===== config.mk =====
export PLATFORM = sky130hd
export DESIGN_NAME = output_accumulator_flat
export DESIGN_NICKNAME = d
export VERILOG_FILES = /design/src/rtl/cnn_pkg.sv /design/src/rtl/output_accumulator_if.sv /design/src/rtl/acc_sat_add.sv /design/src/rtl/output_accumulator.sv /design/src/flat_wrapper.sv
export SDC_FILE = /design/constraint.sdc
export NUM_CORES = 1
export LEC_CHECK = 0
export CAP_MARGIN = 0
export CORE_ASPECT_RATIO = 0.5
export CORE_UTILIZATION = 35
export CTS_BUF_LIST = sky130_fd_sc_hd__clkbuf_4
export DETAILED_ROUTE_END_ITERATION = 7
export GPL_TIMING_DRIVEN = 0
export MAX_ROUTING_LAYER = met4
export PLACE_DENSITY_LB_ADDON = 0.3
export REMOVE_ABC_BUFFERS = 1
export SLEW_MARGIN = 20
export SYNTH_ARGS = -nofsm -noshare
export SYNTH_HDL_FRONTEND = slang
export SYNTH_SLANG_ARGS = --single-unit

===== constraint.sdc =====
create_clock -name clk -period 15.05 [get_ports clk]
set_clock_uncertainty 0.2 [all_clocks]
set_input_delay 4.515 -clock clk [delete_from_list [all_inputs] [get_ports clk]]
set_output_delay 4.515 -clock clk [all_outputs]
set_load 0.005 [all_outputs]

===== src/rtl/cnn_pkg.sv =====
// Shared CNN datapath package: word sizes, data/address types, accumulator
// FSM states and saturation limits.
package cnn_pkg;

    localparam int unsigned DATA_SZ = 16;
    localparam int unsigned ADDR_SZ = 16;

    typedef logic signed [DATA_SZ-1:0] data_t;
    typedef logic        [ADDR_SZ-1:0] addr_t;

    typedef enum logic [1:0] {
        StIdle,
        StRun,
        StDrain,
        StDone
    } acc_state_t;

    localparam data_t SAT_MAX = {1'b0, {(DATA_SZ-1){1'b1}}};
    localparam data_t SAT_MIN = {1'b1, {(DATA_SZ-1){1'b0}}};

endpackage


===== src/rtl/output_accumulator_if.sv =====
// Partial-sum stream and output-memory port bundle of the output accumulator.
// master: the accumulator side; slave: conv engine / memory side.
interface output_accumulator_if;
    import cnn_pkg::*;

    logic  in_valid;
    logic  in_ready;
    data_t in_data;

    logic  mem_rd_en;
    addr_t mem_rd_addr;
    data_t mem_rd_data;

    logic  mem_wr_en;
    addr_t mem_wr_addr;
    data_t mem_wr_data;

    modport master (
        input  in_valid, in_data, mem_rd_data,
        output in_ready, mem_rd_en, mem_rd_addr, mem_wr_en, mem_wr_addr, mem_wr_data
    );

    modport slave (
        output in_valid, in_data, mem_rd_data,
        input  in_ready, mem_rd_en, mem_rd_addr, mem_wr_en, mem_wr_addr, mem_wr_data
    );

endinterface


===== src/rtl/acc_sat_add.sv =====
// Combinational signed saturating adder with an optional clamp of negative
// results to zero (ReLU).
module acc_sat_add
    import cnn_pkg::*;
(
    input  data_t i_a,
    input  data_t i_b,
    input  logic  i_relu,
    output data_t o_sum
);

    logic [DATA_SZ:0] w_wide;
    data_t            w_sat;

    // Add one bit wider, clamp on overflow, then optionally zero negatives.
    always_comb begin
        w_wide = {i_a[DATA_SZ-1], i_a} + {i_b[DATA_SZ-1], i_b};
        if (w_wide[DATA_SZ] != w_wide[DATA_SZ-1]) begin
            w_sat = w_wide[DATA_SZ] ? SAT_MIN : SAT_MAX;
        end else begin
            w_sat = w_wide[DATA_SZ-1:0];
        end
        o_sum = (i_relu && w_sat[DATA_SZ-1]) ? '0 : w_sat;
    end

endmodule


===== src/rtl/output_accumulator.sv =====
// Output accumulator: adds streamed conv partial sums into a bias-initialised
// output region via a two-stage read-modify-write pipeline, one pass per input
// channel, then pulses done.
// Optional feature macro: ACC_RELU_EN (ReLU clamp on the final pass).
module output_accumulator
    import cnn_pkg::*;
(
    input  logic                 clk,
    input  logic                 reset,
    input  logic                 start,
    input  addr_t                outImgAddress,
    input  data_t                outImgSize,
    input  data_t                numberOfFilters,
    input  data_t                numberOfPasses,
    output_accumulator_if.master acc,
    output logic                 busy,
    output logic                 done
);

    acc_state_t r_state;
    addr_t      r_base;
    addr_t      r_total;
    addr_t      r_pix_idx;
    data_t      r_passes;
    data_t      r_pass_idx;

    // Stage B (write) registers
    logic       r_b_valid;
    addr_t      r_b_addr;
    data_t      r_b_data;
    logic       r_fwd_sel;
    data_t      r_fwd_data;
`ifdef ACC_RELU_EN
    logic       r_b_relu;
`endif

    addr_t      w_total;
    logic       w_accept;
    addr_t      w_a_addr;
    logic       w_last_pix;
    logic       w_last_pass;
    data_t      w_b_old;
    data_t      w_sum;
    logic       w_relu;

    // Config decode and stage A address/handshake
    always_comb begin
        w_total     = addr_t'(outImgSize) * addr_t'(outImgSize) * addr_t'(numberOfFilters);
        w_accept    = acc.in_valid && (r_state == StRun);
        w_a_addr    = r_base + r_pix_idx;
        w_last_pix  = (r_pix_idx == r_total - addr_t'(1));
        w_last_pass = (r_pass_idx == r_passes - data_t'(1));
        // Read-during-write returns old data, so a same-address read issued
        // alongside a write must take the just-written sum instead.
        w_b_old     = r_fwd_sel ? r_fwd_data : acc.mem_rd_data;
    end

`ifdef ACC_RELU_EN
    assign w_relu = r_b_relu;
`else
    assign w_relu = 1'b0;
`endif

    acc_sat_add u_sat_add (
        .i_a    (w_b_old),
        .i_b    (r_b_data),
        .i_relu (w_relu),
        .o_sum  (w_sum)
    );

    // Stream and memory strobes
    always_comb begin
        acc.in_ready    = (r_state == StRun);
        acc.mem_rd_en   = w_accept;
        acc.mem_rd_addr = w_accept ? w_a_addr : '0;
        acc.mem_wr_en   = r_b_valid;
        acc.mem_wr_addr = r_b_addr;
        acc.mem_wr_data = r_b_valid ? w_sum : '0;
        busy            = (r_state != StIdle);
        done            = (r_state == StDone);
    end

    // Layer FSM, pixel/pass counters and stage A -> B pipeline
    always_ff @(posedge clk) begin
        if (reset) begin
            r_state    <= StIdle;
            r_base     <= '0;
            r_total    <= '0;
            r_pix_idx  <= '0;
            r_passes   <= '0;
            r_pass_idx <= '0;
            r_b_valid  <= 1'b0;
            r_b_addr   <= '0;
            r_b_data   <= '0;
            r_fwd_sel  <= 1'b0;
            r_fwd_data <= '0;
`ifdef ACC_RELU_EN
            r_b_relu   <= 1'b0;
`endif
        end else begin
            r_b_valid <= w_accept;
            r_fwd_sel <= 1'b0;
            if (w_accept) begin
                r_b_addr   <= w_a_addr;
                r_b_data   <= acc.in_data;
                r_fwd_sel  <= r_b_valid && (r_b_addr == w_a_addr);
                r_fwd_data <= w_sum;
`ifdef ACC_RELU_EN
                r_b_relu   <= w_last_pass;
`endif
                if (w_last_pix) begin
                    r_pix_idx  <= '0;
                    r_pass_idx <= r_pass_idx + data_t'(1);
                end else begin
                    r_pix_idx  <= r_pix_idx + addr_t'(1);
                end
            end

            unique case (r_state)
                StIdle: begin
                    if (start) begin
                        r_base     <= outImgAddress;
                        r_total    <= w_total;
                        r_passes   <= numberOfPasses;
                        r_pix_idx  <= '0;
                        r_pass_idx <= '0;
                        if (w_total == '0 || numberOfPasses == '0) begin
                            r_state <= StDone;
                        end else begin
                            r_state <= StRun;
                        end
                    end
                end
                StRun: begin
                    if (w_accept && w_last_pix && w_last_pass) begin
                        r_state <= StDrain;
                    end
                end
                StDrain: begin
                    if (r_b_valid) begin
                        r_state <= StDone;
                    end
                end
                StDone: begin
                    r_state <= StIdle;
                end
                default: begin
                    r_state <= StIdle;
                end
            endcase
        end
    end

endmodule


===== src/flat_wrapper.sv =====
// flat-port wrapper written by rule: the top's interface ports become plain ports
module output_accumulator_flat import cnn_pkg::*;
  (clk, reset, start, outImgAddress, outImgSize, numberOfFilters, numberOfPasses, busy, done, acc_in_valid, acc_in_data, acc_mem_rd_data, acc_in_ready, acc_mem_rd_en, acc_mem_rd_addr, acc_mem_wr_en, acc_mem_wr_addr, acc_mem_wr_data);
  output_accumulator_if acc_i ();
  input  logic clk;
  input  logic reset;
  input  logic start;
  input  addr_t outImgAddress;
  input  data_t outImgSize;
  input  data_t numberOfFilters;
  input  data_t numberOfPasses;
  output logic busy;
  output logic done;
  input wire logic [$bits(acc_i.in_valid)-1:0] acc_in_valid;
  input wire logic [$bits(acc_i.in_data)-1:0] acc_in_data;
  input wire logic [$bits(acc_i.mem_rd_data)-1:0] acc_mem_rd_data;
  output wire logic [$bits(acc_i.in_ready)-1:0] acc_in_ready;
  output wire logic [$bits(acc_i.mem_rd_en)-1:0] acc_mem_rd_en;
  output wire logic [$bits(acc_i.mem_rd_addr)-1:0] acc_mem_rd_addr;
  output wire logic [$bits(acc_i.mem_wr_en)-1:0] acc_mem_wr_en;
  output wire logic [$bits(acc_i.mem_wr_addr)-1:0] acc_mem_wr_addr;
  output wire logic [$bits(acc_i.mem_wr_data)-1:0] acc_mem_wr_data;
  assign acc_i.in_valid = acc_in_valid;
  assign acc_i.in_data = acc_in_data;
  assign acc_i.mem_rd_data = acc_mem_rd_data;
  assign acc_in_ready = acc_i.in_ready;
  assign acc_mem_rd_en = acc_i.mem_rd_en;
  assign acc_mem_rd_addr = acc_i.mem_rd_addr;
  assign acc_mem_wr_en = acc_i.mem_wr_en;
  assign acc_mem_wr_addr = acc_i.mem_wr_addr;
  assign acc_mem_wr_data = acc_i.mem_wr_data;
  output_accumulator u_core (.clk(clk), .reset(reset), .start(start), .outImgAddress(outImgAddress), .outImgSize(outImgSize), .numberOfFilters(numberOfFilters), .numberOfPasses(numberOfPasses), .acc(acc_i), .busy(busy), .done(done));
endmodule

* Word-level counts from Yosys, hierarchy flattened *
Index checks and enable logic that the tools add are counted.

storage, ports and cells
  register bits = 132
  input port bits = 100
  output and inout bits = 53

operators by class
  $add $sub $neg = 6
  multipliers = 2
  equality and inequality tests = 10
  muxes and demuxes = 18
  bitwise gates (word level) = 1
  reduce and logical (&&, ||, !) cells = 12

operators by type and width
  kind                                                   number
  two-way mux 16 bit                                     13
  equality test 16 bit                                   3
  logical NOT 16 bit                                     2
  multiplier 16 x 16 -> 16 bit                           2
  adder 16 x 16 -> 17 bit                                1
  adder 16 x 1 -> 16 bit, second input constant          1
  adder 16 bit                                           1
  adder 16 x 2 -> 16 bit, second input constant          1
  subtractor 16 x 1 -> 16 bit, second input constant     1
  subtractor 16 x 2 -> 16 bit, second input constant     1
  two-way mux 2 bit                                      4
  case mux 2 bit (4 select lines)                        1
  equality test 2 bit, second input constant             2
  logical AND 1 bit                                      4
  inequality test 2 x 1 -> 1 bit, second input constant  2
  AND reduction 3 bit                                    1
  equality test 2 x 1 -> 1 bit, second input constant    1
  logical NOT 2 bit                                      1
  inequality test 2 bit, second input constant           1
  AND reduction 2 bit                                    1
  nonzero test 2 bit                                     1
  OR reduction 2 bit                                     1
  logical OR 1 bit                                       1
  inequality test 1 bit                                  1
  inverter 1 bit                                         1

* Logic depth before layout (Yosys ltp) *
  word-level depth = 7
  gate-level depth with buffers = 37
  gate-level depth less buffers = 37

* By module *
A second synthesis with hierarchy kept.

unflattened totals
  cells, all modules = 1,707
  area total of the unflattened synthesis = 14,601.5 um^2

by module, submodules not included
  module              times used  cells an instance  area each (um^2)  sequential area each (um^2)
  output_accumulator  1           1,563              13,508.0          2,642.5
  acc_sat_add         1           144                1,093.5           0.0

* Worst setup path before layout *
OpenSTA, ideal clock, no wires.

  kind = input-to-reg
  start = input outImgSize[2]
  end = register u_core.r_total[15]
  library setup time = 117 ps
  arrival time = 14,315 ps
  data required time = 14,733 ps
  path slack = 418 ps
  stages = 36
  path buffers = 1
  cell sequence = clkbuf_1 -> nand2_1 -> fa_1 -> fa_1 -> inv_1 -> ha_1 -> fa_1 -> ha_1 -> inv_1 -> fa_1 -> inv_1 -> ha_1 -> and3_1 -> a221o_1 -> o21ai_0 -> o21ai_0 -> xnor2_1 -> nand2_1 -> fa_1 -> fa_1 -> inv_1 -> fa_1 -> fa_1 -> inv_1 -> fa_1 -> fa_1 -> xor2_1 -> xnor2_1 -> xnor2_1 -> xnor3_1 -> xnor3_1 -> xnor3_1 -> xnor2_1 -> xor3_1 -> xnor3_1 -> a22o_1

on the way
  longest elaborated chain between the ends = 2

ends and longest elaborated chain
  what                                       line                       source
  start, declared                            flat_wrapper.sv:9          input data_t outImgSize;
  multiplier 16 x 16 -> 16 bit (2 in a row)  output_accumulator.sv:48   w_total = addr_t'(outImgSize) * addr_t'(outImgSize) * addr_t'(numberOfFilters);
  end signal, assigned                       output_accumulator.sv:123  r_total <= w_total;
  end, declared                              output_accumulator.sv:22   addr_t r_total;

Every way passes these cells.
A chain may end at the register's enable or synchronous reset.

* Final worst setup path *
  start = input outImgSize[10]
  end = register u_core.r_total[15]

Same word-level chain as after synthesis.

==> impl_metrics.toml <==
[logic_synthesis]
netlist_area_um2 = 14500
synth_top_area_cell = "fa_1"
ys_types = 70
ys_top_cells_by_area = "fa_1 19%, dfxtp_1 18%, ha_1 12%, inv_1 6.2%, xnor2_1 6.0%"
yosysMostFrequentCell = "inv_1"
synth.top_cell.area_share_pct = 19.2
ys_seq_area_share_pct = 18.2
synth_edf_count = 0
yosys_register_bits = 132
dominantRegCellSynth = "dfxtp_1"
syn_avg_cell_area_um2 = 8.56
yosys-top-cells-count = "238 x inv_1, 169 x nand2_1, 139 x fa_1, 134 x ha_1, 132 x dfxtp_1"
synth-async-reset-ratio_pct = 0
synthCells = 1692
ys_warn_count = 0

[place]
post-place-cells = 2328
gp_congestion = 0.874
hpwl_um = 27000
port_buffers = 151

[clocking]
htree_levels = 4
cts_tree = "yes"
clk_pin_slew_ns = 0.12
ctsRootBufferMaster = "clkbuf_4"
clock_latency_ns = 0.59
cts_sinks = 132
cts_buffer_depth = 2
cts_made_buffers = 17

[grt]
antenna_found_initial = 1
grt-ovfl-total = 0
grt_pass1_wl_um = 57600
grt_max_degree = 65
grtUsageTotal_pct = 17.1
grt_pass1_vias = 11800

[detailed_routing]
final_antenna_net_count = 0
routed_wl_um = 34100
post_drt_wl_per_cell_um = 14.4
avgViaCountPerCell = 4.87
initialDrtViolationCount = 571
dr.pass1.iters = 5
drc = 0
vias = 11500

[cells_and_area]
area_growth_pct = 17.1
drive_gt1_share_pct = 5.42
final_cells = 2366
layout.nets = 2185

[flow_run]
max_cap_violations = 0

[worst_setup_path]
path_delay_family = "adder cells"
path_class = "in -> reg"
cp_slowest_cell = "clkdlybuf4s50_1"
cp_max_fo = 5
cp.arrival_ns = 14.83
cp.required_ns = 15.32
crit_buf_inv = 6
crit_path_start_kind = "input pin"
endpoint_kind = "flop"
reg2reg_slack_ns = 10.32
critical_path.max_stage_delay_ns = 0.55
timing.critical_path.mode_cell = "fa_1"

[floorplan]
num_rows = 52
coreArea_um2 = 40600
die_y_um = 146
dieWidth_um = 290
start_util_pct = 35.7
io_pins = 153
die_area_um2 = 42300

[sta]
fmax_mhz = 68.7
fin_crit_ns = 14.56
setup_viol = 0
tightest_slew_ns = 1.08
hold_viol = 0
slew_violations = 0
timing.final.crit_share_pct = 96.7
slew_headroom_pct = 27.8

[min_path]
hold_class = "reg -> reg"

[outcome]
status = "finished, final reports clean"
==> worst min-delay path, cell delays in order (launching register included) <==
cell     delay [ns]
dfxtp_1        0.34
nand2_1        0.05
a21oi_1        0.05
==> registers in the layout (all words and copies together), names as in the netlist, 2 cells and up <==
signal	count
u_core.r_pass_idx	16
u_core.acc.mem_wr_addr	16
u_core.r_state	2
u_core.r_b_data	16
u_core.r_base	16
u_core.r_passes	16
u_core.r_pix_idx	16
u_core.r_total	16
u_core.r_fwd_data	16
==> metrics by stage <==
step	setup slack (ns)	area (um2)	setup TNS (ns)	hold slack [ns]	utilization [%]
finish	0.491	17000	0	0.274	41.8
global route	-0.0314	17000	-0.0314	0.297	41.8
CTS	0.0219	16900	0	0.275	41.7
detailed placement	-1.15	16600	-2.27	0.256	40.8
global placement	-1.67	16400	-3.57	0.249	40.5
floorplan	0.677	14300	0	0.235	-
==> final timing paths <==
kind,end,from,cells after the start
min,u_core.r_b_data[15],u_core.r_b_data[15],2
max,u_core.r_total[15],outImgSize[10],34
max reg2reg,u_core.r_fwd_data[1],u_core.r_fwd_sel,13
min reg2reg,u_core.r_b_data[15],u_core.r_b_data[15],2
==> area by class of cell <==
class                      count  area (um2)
multi-input combinational   1261       10800
antenna                        1        2.50
clock buffer                  17         128
timing repair buffer         161        1620
clock inverter                15         211
sequential                   132        2640
tap                          540         676
inverter                     239         900
fill                        4143       23600
==> repair_timing <==
action / in CTS / in global routing
resized for setup: 13 / 23
pin swaps: 2 / 4
setup endpoints to repair: 2 / 2
setup buffers: 3 / 2
hold buffers: 0 / 0
==> metal layers <==
layer  vias up  share of wire (%)  global-route usage (%)
li1       5823                  -                       -
met1      5515                 47                    21.8
met2       156                 49                    29.5
met3        30                3.1                    1.79
met4         0                1.0                    2.98
met5         -                  0                       -
==> placed cells by master (no fill, tap or decap), drive strengths merged, types with 12 or more instances in the layout <==
| cell | instances |
|---|---|
| a211oi | 22 |
| a21o | 12 |
| a21oi | 67 |
| a22o | 41 |
| and2 | 91 |
| and3 | 16 |
| buf | 13 |
| clkbuf | 22 |
| clkdlybuf4s50 | 140 |
| dfxtp | 132 |
| fa | 139 |
| ha | 134 |
| inv | 248 |
| maj3 | 13 |
| mux2 | 15 |
| nand2 | 169 |
| nand3 | 25 |
| nand4 | 14 |
| nor2 | 124 |
| nor2b | 15 |
| nor3 | 28 |
| nor4 | 15 |
| o21ai | 35 |
| xnor2 | 100 |
| xor2 | 50 |
==> cell families after synthesis <==
logic type      synth area share, %
mux                            1.79
fa+ha+maj                      31.7
buf+inv                        7.76
simple gates                   18.8
xor+xnor                       10.2
flops                          18.2
compound gates                 11.6
Power is left out: the tool's default activity adds up to more than one toggle a clock period on the data nets, which glitch-free logic cannot reach.
